--- config.mk ---
export PLATFORM = sky130hd
export DESIGN_NAME = mplc_wr_sequencer
export DESIGN_NICKNAME = d
export VERILOG_FILES = /design/src/rtl/mplc_wr_sequencer.sv
export SDC_FILE = /design/constraint.sdc
export NUM_CORES = 1
export LEC_CHECK = 0
export BUFFER_PORTS_ARGS = -buffer_cell sky130_fd_sc_hd__buf_2
export CAP_MARGIN = 20
export CORE_ASPECT_RATIO = 1.25
export CORE_MARGIN = 4
export CORE_UTILIZATION = 40
export CTS_BUF_LIST = sky130_fd_sc_hd__clkbuf_8
export DETAILED_ROUTE_END_ITERATION = 10
export GPL_ROUTABILITY_DRIVEN = 0
export PLACE_DENSITY = 0.74
export SYNTH_ARGS = -nofsm -noshare
export SYNTH_HDL_FRONTEND = slang
export SYNTH_SLANG_ARGS = --single-unit
--- constraint.sdc ---
create_clock -name clk -period 1.2 [get_ports clk]
set_clock_uncertainty 0.05 [all_clocks]
set_input_delay 0.06 -clock clk [delete_from_list [all_inputs] [get_ports clk]]
set_output_delay 0.06 -clock clk [all_outputs]
set_load 0.03 [all_outputs]
--- src/rtl/mplc_wr_sequencer.sv ---
// Per-core write capture and serialiser onto the shared-memory write port.
// Optional aging override: define MPLC_WR_AGING_EN.
module mplc_wr_sequencer #(
  parameter int DATA_W  = 2,
  parameter int ADDR_W  = 1,
  parameter int AGE_MAX = 7
) (
  input  logic              clk,
  input  logic              rst_n,
  input  logic              req_0,
  input  logic              req_1,
  input  logic              req_2,
  input  logic [ADDR_W-1:0] addr_0,
  input  logic [ADDR_W-1:0] addr_1,
  input  logic [ADDR_W-1:0] addr_2,
  input  logic [DATA_W-1:0] data_0,
  input  logic [DATA_W-1:0] data_1,
  input  logic [DATA_W-1:0] data_2,
  output logic              ack_0,
  output logic              ack_1,
  output logic              ack_2,
  output logic              we_0,
  output logic              we_1,
  output logic              we_2,
  input  logic              wt_0,
  input  logic              wt_1,
  input  logic              wt_2,
  output logic              mem_we,
  output logic [ADDR_W-1:0] mem_addr,
  output logic [DATA_W-1:0] mem_data,
  output logic              busy,
  output logic              err
);

  typedef enum logic [1:0] {
    IDLE,
    PEND,
    DONE
  } slot_e;

  slot_e             st_q [3];
  slot_e             st_d [3];
  logic [ADDR_W-1:0] addr_q [3];
  logic [DATA_W-1:0] data_q [3];
  logic [ADDR_W-1:0] addr_in [3];
  logic [DATA_W-1:0] data_in [3];
  logic [ADDR_W-1:0] sel_addr;
  logic [DATA_W-1:0] sel_data;
  logic [2:0]        req;
  logic [2:0]        wt;
  logic [2:0]        pend;
  logic [2:0]        done;
  logic [2:0]        we;
  logic [2:0]        gnt;
  logic [2:0]        win;

  assign req = {req_2, req_1, req_0};
  assign wt  = {wt_2, wt_1, wt_0};
  assign addr_in[0] = addr_0;
  assign addr_in[1] = addr_1;
  assign addr_in[2] = addr_2;
  assign data_in[0] = data_0;
  assign data_in[1] = data_1;
  assign data_in[2] = data_2;

  always_comb begin
    for (int i = 0; i < 3; i++) begin
      pend[i] = (st_q[i] == PEND);
      done[i] = (st_q[i] == DONE);
    end
  end

`ifdef MPLC_WR_AGING_EN
  localparam int AGE_W = $clog2(AGE_MAX + 1);

  logic [AGE_W-1:0] age_q [3];
  logic [2:0]       aged;
  logic [2:0]       mask;

  always_comb begin
    for (int i = 0; i < 3; i++) begin
      aged[i] = (age_q[i] == AGE_W'(AGE_MAX));
    end
  end

  // lowest aged slot becomes the only visible requester
  assign mask = aged & (~aged + 3'd1);
  assign we   = (|aged) ? mask : pend;

  always_ff @(posedge clk or negedge rst_n) begin
    if (!rst_n) begin
      for (int i = 0; i < 3; i++) age_q[i] <= '0;
    end else begin
      for (int i = 0; i < 3; i++) begin
        if (!pend[i] || win[i]) age_q[i] <= '0;
        else if (!aged[i]) age_q[i] <= age_q[i] + 1'b1;
      end
    end
  end
`else
  assign we = pend;

  // AGE_MAX only matters with aging enabled
  if (AGE_MAX < 1) begin : g_age_unused
  end
`endif

  // arbiter should grant one slot; extras stay pending
  assign gnt = we & wt;
  assign win = gnt & (~gnt + 3'd1);

  always_comb begin
    sel_addr = '0;
    sel_data = '0;
    unique case (1'b1)
      win[0]: begin
        sel_addr = addr_q[0];
        sel_data = data_q[0];
      end
      win[1]: begin
        sel_addr = addr_q[1];
        sel_data = data_q[1];
      end
      win[2]: begin
        sel_addr = addr_q[2];
        sel_data = data_q[2];
      end
      default: ;
    endcase
  end

  always_comb begin
    for (int i = 0; i < 3; i++) begin
      st_d[i] = st_q[i];
      case (st_q[i])
        IDLE:    if (req[i]) st_d[i] = PEND;
        PEND:    if (win[i]) st_d[i] = DONE;
        DONE:    st_d[i] = IDLE;
        default: st_d[i] = IDLE;
      endcase
    end
  end

  always_ff @(posedge clk or negedge rst_n) begin
    if (!rst_n) begin
      for (int i = 0; i < 3; i++) begin
        st_q[i]   <= IDLE;
        addr_q[i] <= '0;
        data_q[i] <= '0;
      end
      mem_we   <= 1'b0;
      mem_addr <= '0;
      mem_data <= '0;
      err      <= 1'b0;
    end else begin
      for (int i = 0; i < 3; i++) begin
        st_q[i] <= st_d[i];
        if (st_q[i] == IDLE && req[i]) begin
          addr_q[i] <= addr_in[i];
          data_q[i] <= data_in[i];
        end
      end
      mem_we <= |win;
      if (|win) begin
        mem_addr <= sel_addr;
        mem_data <= sel_data;
      end
      if (gnt != win) err <= 1'b1;
    end
  end

  assign {we_2, we_1, we_0}    = we;
  assign {ack_2, ack_1, ack_0} = done;
  assign busy = |pend;

endmodule
# Word-level counts from Yosys, hierarchy flattened
# Cells that the tools add are included.
# W data, S select, Z words.
[totals] elab_cells=52 out_inout_bits=12 mem_bits_ro=0 latch_bits=0 ram_bits=0 mem_count=0 input_bits=17 ff_bits=20
[classes] reduce_logical=11 add_sub_neg=1 n_mul=0 div_mod_pow=0 shifts=0 mux=11 magnitude_cmp=0 eq_ne=13 bitwise_logic=3
[op_table] cell="$mux W2" count=6
[op_table] cell="$pmux W2 S2" count=3
[op_table] cell="$and A3 B3 Y3" count=2
[op_table] cell="$eq A2 B1 Y1 const B" count=3
[op_table] cell="$eq A2 B2 Y1 const B" count=3
[op_table] cell="$logic_not A2 Y1" count=3
[op_table] cell="$ne A2 B1 Y1 const B" count=3
[op_table] cell="$ne A2 B2 Y1 const B" count=3
[op_table] cell="$pmux W2 S3" count=1
[op_table] cell="$reduce_and A2 Y1" count=3
[op_table] cell="$reduce_or A3 Y1" count=2
[op_table] cell="$add A3 B1 Y3 const B" count=1
[op_table] cell="$logic_and A1 B1 Y1" count=3
[op_table] cell="$ne A3 B3 Y1" count=1
[op_table] cell="$not A3 Y3" count=1
[op_table] cell="$pmux W1 S3" count=1

# Logic depth before layout (Yosys ltp)
[logic_depth] word_depth=7 mapped_depth=4 ltp_nobuf=4

# Worst setup path before layout
# OpenSTA, ideal clock, no wires.
[synth_timing] kind="register -> output" from="reg st_q[0] (netlist bit)" to="out busy" stages_incl_launch_ff=3 required_ns=1.090 slack_ns=-0.167 arrival_ns=1.257 path_buffers=0 cell_sequence="dfrtp_1 > nor2b_1 > or3_1"
[synth_via] elab_chain_len=2
[synth_rtl] item="from (decl)" line_no="41" source="slot_e st_q [3];"
[synth_rtl] item="from (signal, indexed assignment)" line_no="157" source="st_q[i] <= st_d[i];"
[synth_rtl] item="$eq A2 B1 Y1" line_no="68" source="pend[i] = (st_q[i] == PEND);"
[synth_rtl] item="named net we_2" line_no="24" source="output logic we_2,"
[synth_rtl] item="$reduce_or A3 Y1" line_no="174" source="assign busy = |pend;"
[synth_rtl] item="to (decl)" line_no="31" source="output logic busy,"
# The timed path passes the listed nets, and every way through them passes these cells.

# Worst setup path in the final report
[layout_timing] from="reg st_q[2] (netlist bit)" to="out busy"
[layout_via] elab_chain_len=2
[layout_rtl] item="$eq A2 B1 Y1" line_no="68"
[layout_rtl] item="$reduce_or A3 Y1" line_no="174"
# Every way passes these cells.

==> impl_metrics.py <==
metrics = {
    "routing": {
        "drc": 0,
        "drtAntennaViolNets": 0,
        "vias": 759,
        "dr.pass1.iters": 4,
        "wl_um": 2360,
        "drt_iter0_drc": 16,
        "vias_per_cell": 4.93,
        "routedWlPerCell_um": 15.3,
    },
    "die": {
        "io-pin-count": 29,
        "initial_core_util_pct": 41.3,
        "core_area_sq_mm": 0.00219,
        "die-height_um": 61.1,
        "die_w_um": 50.5,
        "core.rowCount": 19,
        "dieArea_sq_mm": 0.00309,
    },
    "synth": {
        "synthSimpleGateAreaFrac_pct": 23.5,
        "synth_top_family_by_area": "simple AND/OR/NAND/NOR gates",
        "ys_ff_latch": 20,
        "synth_xor_area_share_pct": 0,
        "yosysWarningCount": 0,
        "synth_fp_nets": 86,
        "synth_mux_area_share_pct": 11.2,
        "syn_area_per_cell_sq_um": 13.1,
        "syn_inst": 69,
        "synth_edf_count": 0,
        "synth_fa_ha_area_share_pct": 0,
        "seq_area_frac_synth_pct": 55.4,
        "synth_area_sq_um": 903,
        "synth_compound_area_share_pct": 9.42,
        "synthArstFlopShare_pct": 100,
        "synth-main-ff-cell": "dfrtp_1",
        "synth_cell_types": 25,
    },
    "clocking": {
        "clock_sinks": 20,
        "clockRootBuffer": "clkbuf_8",
        "clockBufferDepth": 2,
        "htreeDepth": 1,
        "cts_made_buffers": 3,
        "cts_tree": "yes",
        "clk_pin_slew_ns": 0.07,
        "insertion_delay_ns": 0.26,
    },
    "placed_design": {
        "hpwl_um": 1400,
        "port_buffers": 28,
        "placed_area_sq_mm": 0.00114,
        "place_ws_ns": -0.0583,
    },
    "sta": {
        "rsz0062_at_grt": "yes",
        "hold_slack_ns": -0.00283,
        "report.final.slew_viol_count": 0,
        "tns_ns": -1.92,
        "timing.fmax_mhz": 694,
        "timing.final.crit_share_pct": 120,
        "tightestPinTransition_ns": 0.428,
        "setup_viol": 18,
        "max-slew-margin-rel_pct": 71.5,
        "period_needed_ns": 1.44,
        "final_hold_viol_count": 1,
        "setup_ws_ns": -0.241,
    },
    "pwr": {
        "p_sw_share_pct": 36.3,
        "p_leak_nw": 0.723,
        "ir_drop_v": 0.00163,
        "internal-power_mw": 2.45,
        "combPwrFrac_pct": 52.1,
        "powerDensity_mw_per_mm2": 2480,
        "pwr-share-clk_pct": 17.2,
        "p_switching_mw": 1.40,
        "p_seq_share_pct": 30.7,
    },
    "critical_path": {
        "crit_fanout": 2,
        "worstPathRequired_ns": 1.09,
        "crit_type": "flop to output pin",
        "critPathArrivalTime_ns": 1.33,
        "endpoint_kind": "output pin",
        "startpoint_type": "flop",
    },
    "run_status": {
        "status": "finished, violations left",
        "violations": "negative hold slack, negative setup slack",
    },
    "grt": {
        "grt_pass1_wl_um": 3750,
        "grt_usage_pct": 16.7,
        "antenna_found_initial": 0,
        "grt_pass1_vias": 812,
        "grt_max_degree": 21,
        "gr-total-overflow": 0,
    },
    "finish": {
        "syn_to_final_growth_pct": 72.3,
        "antenna_cells": 0,
        "layout-drive-gt1-share_pct": 64.2,
        "nNetsFinal": 141,
        "fillers": 152,
        "fin_area_sq_mm": 0.00156,
    },
    "run": {
        "maxCapViolCount": 0,
    },
    "min_path": {
        "hp-class": "input port to flop",
    },
}
==> through the flow <==
step | cells | util (%) | power (mW) | hold WS [ns]
6_report | 154 | 71.2 | 3.85 | -0.00283
3_5_place_dp | 132 | 51.9 | 2.51 | -0.0254
2_1_floorplan | 69 | - | 2.10 | -0.286
3_3_place_gp | 132 | 51.9 | 2.48 | -0.0345
4_1_cts | 153 | 69.9 | 3.78 | 0.00276
5_1_grt | 154 | 71.2 | 4.07 | -0.00109
==> cells by family (layout without fill, tap and decap cells) <==
family / Yosys count / count (layout)
muxes: 9 / 9
DFF: 20 / 20
AOI/OAI and AO/OA: 12 / 12
buffers and inverters: 1 / 55
and+or+nand+nor: 27 / 27
==> power groups by stage <==
| stage | Sequential, mW | Clock, mW | Combinational [mW] |
|---|---|---|---|
| 3_5_place_dp | 1.17 | 0 | 1.34 |
| 5_1_grt | 1.23 | 0.709 | 2.14 |
| 2_1_floorplan | 1.28 | 0 | 0.817 |
| 6_report | 1.18 | 0.661 | 2.01 |
| 3_3_place_gp | 1.16 | 0 | 1.32 |
| 4_1_cts | 1.17 | 0.664 | 1.94 |
==> path summary, 6_finish.rpt <==
check                      depth (start not counted)  slack [ns]                 from                     to
setup / recovery                                   3       -0.24  st_q[2]$_DFFE_PN0P_                   busy
hold / removal                                     2      -0.003            data_2[0]  data_q[0]$_DFFE_PN0P_
setup reg to reg                                   3       -0.14  st_q[2]$_DFFE_PN0P_  data_q[3]$_DFFE_PN0P_
hold reg to reg                                    1        0.43      err$_DFFE_PN0P_        err$_DFFE_PN0P_
max in group asynchronous                          2        0.51                rst_n    st_q[1]$_DFFE_PN0P_
min in group asynchronous                          2        0.27                rst_n       mem_we$_DFF_PN0_
==> final cells by class <==
class / instances / area, sq um / area share (%)
repair buffers: 50 / 390 / 25.1
flip-flops and latches: 20 / 502 / 32.2
multi-input cells: 48 / 548 / 35.2
clock inverters: 1 / 30.0 / 1.93
clock buffers: 3 / 41.3 / 2.65
inverters: 1 / 6.26 / 0.402
well taps: 31 / 38.8 / 2.49
==> per-layer routing <==
layer / track usage (%) / vias to the layer above / routed length (um)
met3: 2.18 / 5 / 90
li1: - / 362 / -
met4: 6.92 / 0 / 56
met2: 29.5 / 22 / 1290
met1: 20.9 / 370 / 919
met5: 0 / - / 0
==> synthesized netlist by cell type, types with 2 or more instances <==
| cell | count | area share [%] |
|---|---|---|
| a2bb2oi_1 | 3 | 2.9 |
| a31oi_1 | 3 | 2.1 |
| and2b_2 | 3 | 2.9 |
| and4b_2 | 3 | 3.7 |
| dfrtp_1 | 20 | 55 |
| mux2_2 | 9 | 11 |
| nand3b_1 | 2 | 1.7 |
| nor2_1 | 4 | 1.7 |
| nor2b_1 | 2 | 1.4 |
| nor3_1 | 2 | 1.1 |
| nor3b_2 | 2 | 2.8 |
| o211ai_1 | 3 | 2.5 |
==> flip-flops by register name (all words and copies together) (netlist names) <==
signal and count:
mem_data 2, mem_we 1, addr_q 3, mem_addr 1, st_q 6, data_q 6, err 1
==> repair_timing <==
| item | CTS | global route |
|---|---|---|
| hold buffers | 9 | 0 |
| setup buffers | 8 | 1 |
| hold endpoints to repair | 28 | 0 |
| pin swaps | 8 | 1 |
| endpoints found under the setup margin | 19 | 23 |
| resized for setup | 34 | 8 |
==> worst max-delay path, stage by stage, from the launching register on <==
cell and delay, ns:
dfrtp_1 0.39, and2b_2 0.22, or3_4 0.32, buf_6 0.14
==> cell usage in the layout, fill, tap and decap left out, drive strengths merged <==
cell	Yosys	final
buf	0	41
dfrtp	20	20
dlygate4sd3	0	9
mux2	9	9
and2b	4	4
nor2	4	4
and4b	3	3
a31oi	3	3
o211ai	3	3
a2bb2oi	3	3
clkbuf	0	3
nand3b	3	3
nor3	3	3
nor2b	2	2
nor3b	2	2
nand3	1	1
or3	1	1
and3b	1	1
nand2	1	1
o21ai	1	1
a21o	1	1
inv	1	1
nand2b	1	1
or2b	1	1
a21oi	1	1
bufinv	0	1
Power figures use the tool's default switching activity.
